### src/rtl/boot_pkg.sv
// Shared definitions for the boot loader: loader state encoding and the RAM
// access-size code also used by basic_ram and the ARMv4 core.
package boot_pkg;

    localparam logic [2:0] LOAD_WAIT  = 3'd0;
    localparam logic [2:0] LOAD_WRITE = 3'd1;
    localparam logic [2:0] LOAD_GAP   = 3'd2;
    localparam logic [2:0] DONE       = 3'd3;
    localparam logic [2:0] ERR        = 3'd4;

    localparam logic [1:0] DATA_SIZE_WORD = 2'b11;

    // Byte address of image word idx; 32-bit arithmetic wraps modulo 2^32.
    function automatic logic [31:0] word_addr(input logic [31:0] base, input logic [31:0] idx);
        return base + (idx << 2);
    endfunction

endpackage

### src/rtl/ram_bus_mux.sv
// Routes either the loader's write port or the core's memory port onto the
// basic_ram bus; the core only sees ram_ready once it owns the bus.
module ram_bus_mux
    import boot_pkg::*;
(
    input  logic        sel,
    input  logic [31:0] ld_addr,
    input  logic [31:0] ld_wdata,
    input  logic        ld_cs,
    input  logic        ld_we,
    input  logic        ld_oe,
    input  logic [1:0]  ld_data_size,
    input  logic [31:0] core_addr,
    input  logic [31:0] core_wdata,
    input  logic        core_cs,
    input  logic        core_we,
    input  logic        core_oe,
    input  logic [1:0]  core_data_size,
    input  logic        ram_ready,
    output logic [31:0] ram_addr,
    output logic [31:0] ram_wdata,
    output logic        ram_cs,
    output logic        ram_we,
    output logic        ram_oe,
    output logic [1:0]  ram_data_size,
    output logic        core_ready
);

    always_comb begin
        ram_addr      = ld_addr;
        ram_wdata     = ld_wdata;
        ram_cs        = ld_cs;
        ram_we        = ld_we;
        ram_oe        = ld_oe;
        ram_data_size = ld_data_size;
        core_ready    = 1'b0;
        if (sel) begin
            ram_addr      = core_addr;
            ram_wdata     = core_wdata;
            ram_cs        = core_cs;
            ram_we        = core_we;
            ram_oe        = core_oe;
            ram_data_size = core_data_size;
            core_ready    = ram_ready;
        end
    end

endmodule

### src/rtl/boot_loader.sv
// Streams a program image into basic_ram while holding the ARMv4 core in reset,
// then hands the RAM bus to the core and releases it.
module boot_loader
    import boot_pkg::*;
#(
    parameter logic [31:0] BASE_ADDR = 32'h0000_0000,
    parameter int          MAX_WORDS = 4096,
    parameter int          TIMEOUT   = 1023,
    localparam int         CW        = $clog2(MAX_WORDS + 1)
) (
    input  logic          clk,
    input  logic          rst,
    input  logic [31:0]   s_data,
    input  logic          s_valid,
    input  logic          s_last,
    output logic          s_ready,
    input  logic [31:0]   core_addr,
    input  logic [31:0]   core_wdata,
    input  logic          core_cs,
    input  logic          core_we,
    input  logic          core_oe,
    input  logic [1:0]    core_data_size,
    output logic [31:0]   core_rdata,
    output logic          core_ready,
    output logic          core_rst,
    output logic [31:0]   ram_addr,
    output logic [31:0]   ram_wdata,
    output logic          ram_cs,
    output logic          ram_we,
    output logic          ram_oe,
    output logic [1:0]    ram_data_size,
    input  logic [31:0]   ram_rdata,
    input  logic          ram_ready,
    output logic          done,
    output logic          err,
    output logic [CW-1:0] word_count
);

    localparam int TW = (TIMEOUT > 1) ? $clog2(TIMEOUT + 1) : 1;

    logic [2:0]    state_reg;
    logic [CW-1:0] word_count_reg;
    logic [TW-1:0] wait_cnt_reg;
    logic          last_reg;
    logic          ld_cs_reg;
    logic          ld_we_reg;
    logic [31:0]   ld_addr_reg;
    logic [31:0]   ld_wdata_reg;
    logic          done_reg;
    logic          err_reg;
    logic          core_rst_reg;

    assign s_ready    = (state_reg == LOAD_WAIT);
    assign core_rdata = ram_rdata;
    assign core_rst   = core_rst_reg;
    assign done       = done_reg;
    assign err        = err_reg;
    assign word_count = word_count_reg;

    always_ff @(posedge clk) begin
        if (rst) begin
            state_reg      <= LOAD_WAIT;
            word_count_reg <= '0;
            wait_cnt_reg   <= '0;
            last_reg       <= 1'b0;
            ld_cs_reg      <= 1'b0;
            ld_we_reg      <= 1'b0;
            ld_addr_reg    <= BASE_ADDR;
            ld_wdata_reg   <= '0;
            done_reg       <= 1'b0;
            err_reg        <= 1'b0;
            core_rst_reg   <= 1'b1;
        end else begin
            case (state_reg)
                LOAD_WAIT: begin
                    if (s_valid && s_ready) begin
                        ld_wdata_reg <= s_data;
                        last_reg     <= s_last;
                        ld_addr_reg  <= word_addr(BASE_ADDR, 32'(word_count_reg));
                        ld_cs_reg    <= 1'b1;
                        ld_we_reg    <= 1'b1;
                        wait_cnt_reg <= '0;
                        state_reg    <= LOAD_WRITE;
                    end
                end
                LOAD_WRITE: begin
                    if (ram_ready) begin
                        word_count_reg <= word_count_reg + 1'b1;
                        ld_cs_reg      <= 1'b0;
                        ld_we_reg      <= 1'b0;
                        state_reg      <= LOAD_GAP;
                    end else if (wait_cnt_reg == TW'(TIMEOUT - 1)) begin
                        // TIMEOUT cycles spent in this write without completion.
                        ld_cs_reg <= 1'b0;
                        ld_we_reg <= 1'b0;
                        err_reg   <= 1'b1;
                        state_reg <= ERR;
                    end else begin
                        wait_cnt_reg <= wait_cnt_reg + 1'b1;
                    end
                end
                LOAD_GAP: begin
                    if (last_reg || (word_count_reg == CW'(MAX_WORDS))) begin
                        done_reg     <= 1'b1;
                        core_rst_reg <= 1'b0;
                        state_reg    <= DONE;
                    end else begin
                        state_reg <= LOAD_WAIT;
                    end
                end
                DONE: state_reg <= DONE;
                ERR:  state_reg <= ERR;
                default: begin
                    ld_cs_reg <= 1'b0;
                    ld_we_reg <= 1'b0;
                    err_reg   <= 1'b1;
                    state_reg <= ERR;
                end
            endcase
        end
    end

    ram_bus_mux u_mux (
        .sel            (state_reg == DONE),
        .ld_addr        (ld_addr_reg),
        .ld_wdata       (ld_wdata_reg),
        .ld_cs          (ld_cs_reg),
        .ld_we          (ld_we_reg),
        .ld_oe          (1'b0),
        .ld_data_size   (DATA_SIZE_WORD),
        .core_addr      (core_addr),
        .core_wdata     (core_wdata),
        .core_cs        (core_cs),
        .core_we        (core_we),
        .core_oe        (core_oe),
        .core_data_size (core_data_size),
        .ram_ready      (ram_ready),
        .ram_addr       (ram_addr),
        .ram_wdata      (ram_wdata),
        .ram_cs         (ram_cs),
        .ram_we         (ram_we),
        .ram_oe         (ram_oe),
        .ram_data_size  (ram_data_size),
        .core_ready     (core_ready)
    );

endmodule

### config.mk
export PLATFORM = sky130hd
export DESIGN_NAME = boot_loader
export DESIGN_NICKNAME = d
export VERILOG_FILES = /design/src/rtl/boot_pkg.sv /design/src/rtl/ram_bus_mux.sv /design/src/rtl/boot_loader.sv
export SDC_FILE = /design/constraint.sdc
export NUM_CORES = 1
export LEC_CHECK = 0
export CORE_ASPECT_RATIO = 0.8
export CORE_UTILIZATION = 42
export DETAILED_ROUTE_END_ITERATION = 7
export PLACE_DENSITY = 0.87
export SLEW_MARGIN = 20
export SYNTH_ARGS = -nofsm -noshare
export SYNTH_HDL_FRONTEND = slang
export SYNTH_HIERARCHICAL = 1
export SYNTH_SLANG_ARGS = --single-unit
### constraint.sdc
create_clock -name clk -period 2.65 [get_ports clk]
set_clock_uncertainty 0.1 [all_clocks]
set_input_delay 0.6625 -clock clk [delete_from_list [all_inputs] [get_ports clk]]
set_output_delay 0.6625 -clock clk [all_outputs]
set_load 0.03 [all_outputs]
* Word level (Yosys, flattened, before mapping) *
Cells that the tools add are included.

word-level totals
  bits in registers = 76
  bits in latches = 0
  memory bits (writable) = 0
  bits in read-only memories = 0
  input port bits = 138
  output and inout port bits = 119
  word-level logic and storage cells = 61
  memories = 0

operators by class
  $add $sub $neg = 2
  multipliers = 0
  div/mod/pow operators = 0
  $lt $le $gt $ge = 0
  equality and inequality tests = 11
  shift operators = 0
  muxes and demuxes = 23
  bitwise logic cells = 2
  reduce and logical (&&, ||, !) cells = 13

operators with widths
  operator                                                               number
  32-bit 2-to-1 mux                                                      2
  10-bit 2-to-1 mux                                                      3
  10-bit one-hot mux with 2 select lines                                 1
  13-bit by 1-bit adder with 13-bit output, second input constant        1
  13-bit equality test, second input constant                            1
  3-bit one-hot mux with 4 select lines                                  1
  10-bit by 1-bit adder with 10-bit output, second input constant        1
  10-bit equality test, second input constant                            1
  1-bit 2-to-1 mux                                                       9
  3-bit 2-to-1 mux                                                       3
  2-bit AND reduction                                                    4
  3-bit by 2-bit equality test with 1-bit output, second input constant  2
  2-bit != test, second input constant                                   3
  3-bit AND reduction                                                    2
  2-bit 2-to-1 mux                                                       2
  4-bit AND reduction                                                    1
  4-bit OR reduction                                                     1
  3-bit by 1-bit equality test with 1-bit output, second input constant  1
  3-bit equality test, second input constant                             1
  3-bit zero test                                                        1
  3-bit != test, second input constant                                   1
  1-bit one-hot mux with 3 select lines                                  1
  3-bit OR reduction                                                     1
  2-bit by 1-bit != test with 1-bit output, second input constant        1
  other kinds (5)                                                        6

* Longest topological paths before layout *
  depth in word-level cells = 4
  depth in mapped cells = 7
  gate-level depth less buffers = 6

* Hierarchy *
The synthesis kept the hierarchy.

modules (own cells, without submodules)
  module       times used  cells an instance  area each (sq um)  seq. area each (sq um)
  boot_loader  1           404                3,288.2            1,521.5
  ram_bus_mux  1           78                 1,193.6            0.0

* Worst setup path before layout *
No wires, ideal clock.

  kind = reg2reg
  start = register state_reg[2]
  end = register wait_cnt_reg[1]
  library setup time = 0.128 ns
  data arrival time = 1.956 ns
  data required time = 2.422 ns
  slack = 0.466 ns
  stages on the path, launching flop included = 8
  buffers on the path = 3
  clock period less this slack = 2.184 ns
  path through = dfxtp_1 buf_2 nor3_1 nand2_1 buf_2 clkbuf_1 nand4b_1 o31ai_1

on the way
  word-level cells in the longest chain between the ends = 4
  elaborated cells between the ends (all ways) = 9
  classes of those cells = 4 x eq/ne; 1 x mux; 4 x reduce/logical

RTL lines
  element                                                    line               source
  from (decl)                                                boot_loader.sv:41  logic [2:0] state_reg;
  from (signal assigned)                                     boot_loader.sv:62  state_reg <= LOAD_WAIT;
  from (signal assigned)                                     boot_loader.sv:83  state_reg <= LOAD_WRITE;
  from (signal assigned)                                     boot_loader.sv:91  state_reg <= LOAD_GAP;
  3-bit zero test (*)                                        boot_loader.sv:53  assign s_ready = (state_reg == LOAD_WAIT);
  named net s_ready                                          boot_loader.sv:16  output logic s_ready,
  1-bit logical AND                                          boot_loader.sv:76  if (s_valid && s_ready) begin
  2-bit by 1-bit != test with 1-bit output (no source line)  -
  4-bit AND reduction (no source line)                       -
  to (signal assigned)                                       boot_loader.sv:99  wait_cnt_reg <= wait_cnt_reg + 1'b1;
  to (decl)                                                  boot_loader.sv:43  logic [TW-1:0] wait_cnt_reg;

The timed path passes the listed nets; every way through them passes the cells marked *.
A chain may end at the register's enable or synchronous reset.

* Final worst setup path *
  start = register state_reg[2]
  end = output ram_wdata[18]

on the way
  word-level cells in the longest chain between the ends = 2

RTL lines
  element                                         line                source
  3-bit by 2-bit equality test with 1-bit output  boot_loader.sv:124  .sel (state_reg == DONE),
  32-bit 2-to-1 mux                               ram_bus_mux.sv:37   if (sel) begin
  to (decl)                                       boot_loader.sv:27   output logic [31:0] ram_wdata,

Every way passes these cells.

==> reports/metrics.csv <==
stage,metric,value,unit
clocking,clkSinkCount,76,
layout,num-fill-cells,857,
sta,max-slew-margin-rel,56.1,%
synthesis,synth-seq-area-share,33.9,%
worst_setup_path,regToRegEndpoint,wait_cnt_reg[4],
worst_setup_path,slowest_stage,sky130_fd_sc_hd__and3b_4,
sta,final.hold.worst_slack,0.351,ns
routing,detail_route.drc_violations,0,
die,die_area,11100,sq um
synthesis,avgSynthCellArea,9.30,sq um
worst_setup_path,start_kind,flop,
routing,drt_wl_total,11.6,mm
flow_run,timing.max_cap.violations,0,
sta,final-max-slew-violation-count,0,
sta,timing_hold_violations_final,0,
worst_setup_path,worstPathCellList,"and3b_4, buf_12, mux2_4, buf_4",
clocking,clk-insertion-delay-late,0.33,ns
worst_setup_path,cp_data_required_time,1.89,ns
sta,worst_pin_slew,0.655,ns
synthesis,yosysUniqueCellTypes,46,
clocking,clk_path_buf_depth,2,
synthesis,netlist_area_pre_place,4480,sq um
routing,first_iter_violations,203,
place,gp_congestion,0.854,
routing,via_count,3967,
clocking,cts_root_buf,sky130_fd_sc_hd__clkbuf_16,
synthesis,post_synthesis_sequential_element_count,76,
worst_setup_path,setup.worst_path.class,reg2out,
synthesis,number_of_enable_flip_flop_cells_after_synthesis,0,
synthesis,synth-compound-area-share,9.88,%
worst_setup_path,timing.reg2reg.worst_path_depth,7,
sta,period_share,95.4,%
synthesis,synth_top_family_by_area,multiplexers,
routing,detail_route.wl_per_cell,14.5,microns
die,floorplan.io_pins,257,
worst_setup_path,critPathTopFamily,buffers and inverters,
min_path,hold-path-cell-count,2,
layout,largest_register_ff_count,32,
clocking,cts.clk_slew.worst_paths,0.06,ns
sta,grt_setup_unrepaired,false,
min_path,hold_path_startpoint,err,
sta,layout_min_cycle_time,2.53,ns
sta,fin_tns_setup,0,ns
worst_setup_path,critical_path.max_fanout,36,
worst_setup_path,worstPathArrival,1.76,ns
sta,report.final.setup_viol,0,
power,p_switching,871,uW
global_route,via_count_of_the_first_global_routing_pass,3819,
power,power.switching_fraction,28.4,%
layout,area_growth_syn_to_layout,42.5,%
sta,maxClockFrequency,0.396,GHz
power,share_clk_of_total_power,37.7,%
clocking,tritoncts,yes,
die,dieHeight,94.4,microns
global_route,grtUsageTotal,19.9,%
global_route,overflow,0,
global_route,grt_first_pass_wirelength,18.1,mm
global_route,grt_antenna_before_repair,0,
synthesis,ys_warn_count,6,
synthesis,async_reset_ff_share,0,%
synthesis,yosys_most_used_dff,sky130_fd_sc_hd__dfxtp_1,
die,die_width,117,microns
routing,drt_pass1_iterations,5,
min_path,worst_hold_path.endpoint,err,
clocking,cts-htree-levels,3,
die,core_box_area,10300,sq um
power,power.combinational.fraction,22.7,%
power,cell_pwr_density,479,nW/um^2
routing,ant_nets,0,
routing,drt_via_density,4.96,
layout,nNetsFinal,796,
clocking,post_cts_buffers,0,
synthesis,post_synth_and_or_nand_nor_area_fraction,18.0,%
worst_setup_path,cp.buffers_inverters,2,
synthesis,synthAdderAreaFrac,1.12,%
synthesis,post_synth_xor_area_fraction,1.95,%
worst_setup_path,reg2reg_setup_slack,0.53,ns
power,peak_ir_drop_on_the_vdd_network,0.292,mV
worst_setup_path,endpoint_kind_of_the_worst_setup_timing_path,primary output,
clocking,cts_made_buffers,9,
min_path,timing.hold.worst.class,reg2reg,
worst_setup_path,crit-reg2reg-launch,wait_cnt_reg[0],
place,hpwl_after_detailed_placement,8.92,mm
outcome,outcome,completed,
layout,drive_gt1_share,27.5,%
place,port_buffers,192,
power,power.leakage,0.00257,uW
layout,antenna_cells,0,
global_route,maximum_number_of_pins_on_one_net_before_global_route_repair,37,
power,p_int,2190,uW
die,fp-row-count,33,
synthesis,yosys-mux-area-fraction,23.4,%
synthesis,synthCells,482,
power,seqPwrFrac,39.6,%
worst_setup_path,worst_path_largest_cell_delay,0.33,ns
die,initial_utilization,43.4,%
==> synth_stat cells, types with 2 or more instances <==
cell type | number | share of area (%)
sky130_fd_sc_hd__or3_1 | 6 | 0.84
sky130_fd_sc_hd__xor2_1 | 9 | 1.8
sky130_fd_sc_hd__buf_12 | 7 | 3.1
sky130_fd_sc_hd__or4_1 | 3 | 0.50
sky130_fd_sc_hd__a21oi_1 | 60 | 6.7
sky130_fd_sc_hd__nand3_1 | 11 | 1.2
sky130_fd_sc_hd__dfxtp_1 | 76 | 34
sky130_fd_sc_hd__buf_2 | 9 | 1.0
sky130_fd_sc_hd__nand4_1 | 4 | 0.56
sky130_fd_sc_hd__o31ai_1 | 4 | 0.67
sky130_fd_sc_hd__clkbuf_1 | 13 | 1.1
sky130_fd_sc_hd__and2_1 | 4 | 0.56
sky130_fd_sc_hd__and4_1 | 2 | 0.39
sky130_fd_sc_hd__o21ai_0 | 9 | 1.0
sky130_fd_sc_hd__mux2_4 | 69 | 23
sky130_fd_sc_hd__nor3_1 | 4 | 0.45
sky130_fd_sc_hd__buf_4 | 34 | 5.7
sky130_fd_sc_hd__nor4b_1 | 2 | 0.39
sky130_fd_sc_hd__nor2b_1 | 2 | 0.28
sky130_fd_sc_hd__nand2_1 | 101 | 8.5
sky130_fd_sc_hd__inv_1 | 5 | 0.42
sky130_fd_sc_hd__nor2_1 | 19 | 1.6
sky130_fd_sc_hd__conb_1 | 2 | 0.17
sky130_fd_sc_hd__ha_1 | 4 | 1.1
sky130_fd_sc_hd__nor4_1 | 2 | 0.28
==> worst max path at each step <==
| stage | from | endpoint | slack (ns) | cells past startpoint |
|---|---|---|---|---|
| floorplan | state_reg[2] | wait_cnt_reg[1] | 0.47 | 7 |
| global placement | ram_ready | wait_cnt_reg[7] | 0.21 | 5 |
| detailed placement | ram_ready | wait_cnt_reg[7] | 0.13 | 5 |
| CTS | state_reg[2] | s_ready | 0.02 | 2 |
| global route | state_reg[2] | ram_wdata[24] | 0.06 | 4 |
| finish | state_reg[2] | ram_wdata[18] | 0.12 | 4 |
==> per-layer routing <==
metal  global-route usage [%]  vias to the layer above  wire length (microns)
met5                        0                        -                      0
met4                     5.66                        0                    119
met3                     5.62                       20                    676
met2                     36.2                      135                   5950
met1                     23.0                     1870                   4870
li1                         -                     1942                      -
==> kinds of logic (layout without fill, tap and decap cells) <==
group / count (synthesis) / after routing
AND/OR/NAND/NOR: 170 / 170
AO/OA/AOI/OAI: 81 / 81
flip-flops: 76 / 76
multiplexers: 70 / 70
buffers and inverters: 69 / 226
XOR/XNOR: 10 / 10
adder cells (fa/ha/maj): 4 / 4
other: 2 / 22
==> cell usage in the layout, fill, tap and decap left out, drive strengths merged, types with 2 or more instances in the layout <==
master | netlist | routed
a21oi | 60 | 60
and2 | 4 | 4
and4 | 2 | 2
buf | 51 | 84
clkbuf | 13 | 9
clkdlybuf4s50 | 0 | 120
clkinvlp | 0 | 2
conb | 2 | 22
dfxtp | 76 | 76
ha | 4 | 4
inv | 5 | 9
mux2 | 70 | 70
nand2 | 101 | 101
nand3 | 11 | 11
nand4 | 5 | 5
nor2 | 19 | 19
nor2b | 2 | 2
nor3 | 4 | 4
nor4 | 2 | 2
nor4b | 3 | 3
o21ai | 9 | 9
o31ai | 5 | 5
or2 | 2 | 2
or3 | 7 | 7
or4 | 3 | 3
xor2 | 9 | 9
==> metrics by stage <==
| step | power, uW | std cells | utilization (%) | setup slack [ns] | cell area (sq um) |
|---|---|---|---|---|---|
| after floorplan | 1720 | 502 | - | 0.466 | 4560 |
| final | 3060 | 799 | 61.9 | 0.123 | 6390 |
| after CTS | 3090 | 799 | 61.9 | 0.0207 | 6390 |
| after global routing | 3200 | 799 | 61.9 | 0.0611 | 6390 |
| after detailed placement | 1930 | 783 | 59.1 | 0.134 | 6100 |
| after global placement | 1920 | 783 | 59.1 | 0.213 | 6100 |
==> power groups by stage <==
stage / Sequential [uW] / Combinational (uW) / Clock (uW)
after floorplan: 1230 / 485 / 0
final: 1210 / 694 / 1150
after global routing: 1220 / 738 / 1240
after CTS: 1210 / 696 / 1180
after global placement: 1240 / 677 / 0
after detailed placement: 1240 / 694 / 0
==> timing repair <==
action,4_1_cts,5_1_grt
hold buffers,0,0
hold endpoints to repair,0,0
endpoints found under the setup margin,0,1
resized for setup,0,1
==> cell type report <==
cell class | instances | area [sq um] | share of cell area (%)
multi-input combinational | 357 | 2520 | 39.5
inverter | 5 | 18.8 | 0.294
clock buffer | 9 | 225 | 3.53
sequential | 76 | 1520 | 23.8
timing repair buffer | 205 | 1870 | 29.2
clock inverter | 7 | 57.6 | 0.901
tap | 140 | 175 | 2.74
==> worst min-delay path, stage by stage, from the launching register on <==
cell and delay (ns):
sky130_fd_sc_hd__dfxtp_1 0.31, sky130_fd_sc_hd__inv_1 0.05, sky130_fd_sc_hd__a21oi_1 0.05
(Power assumes the default switching activity.)
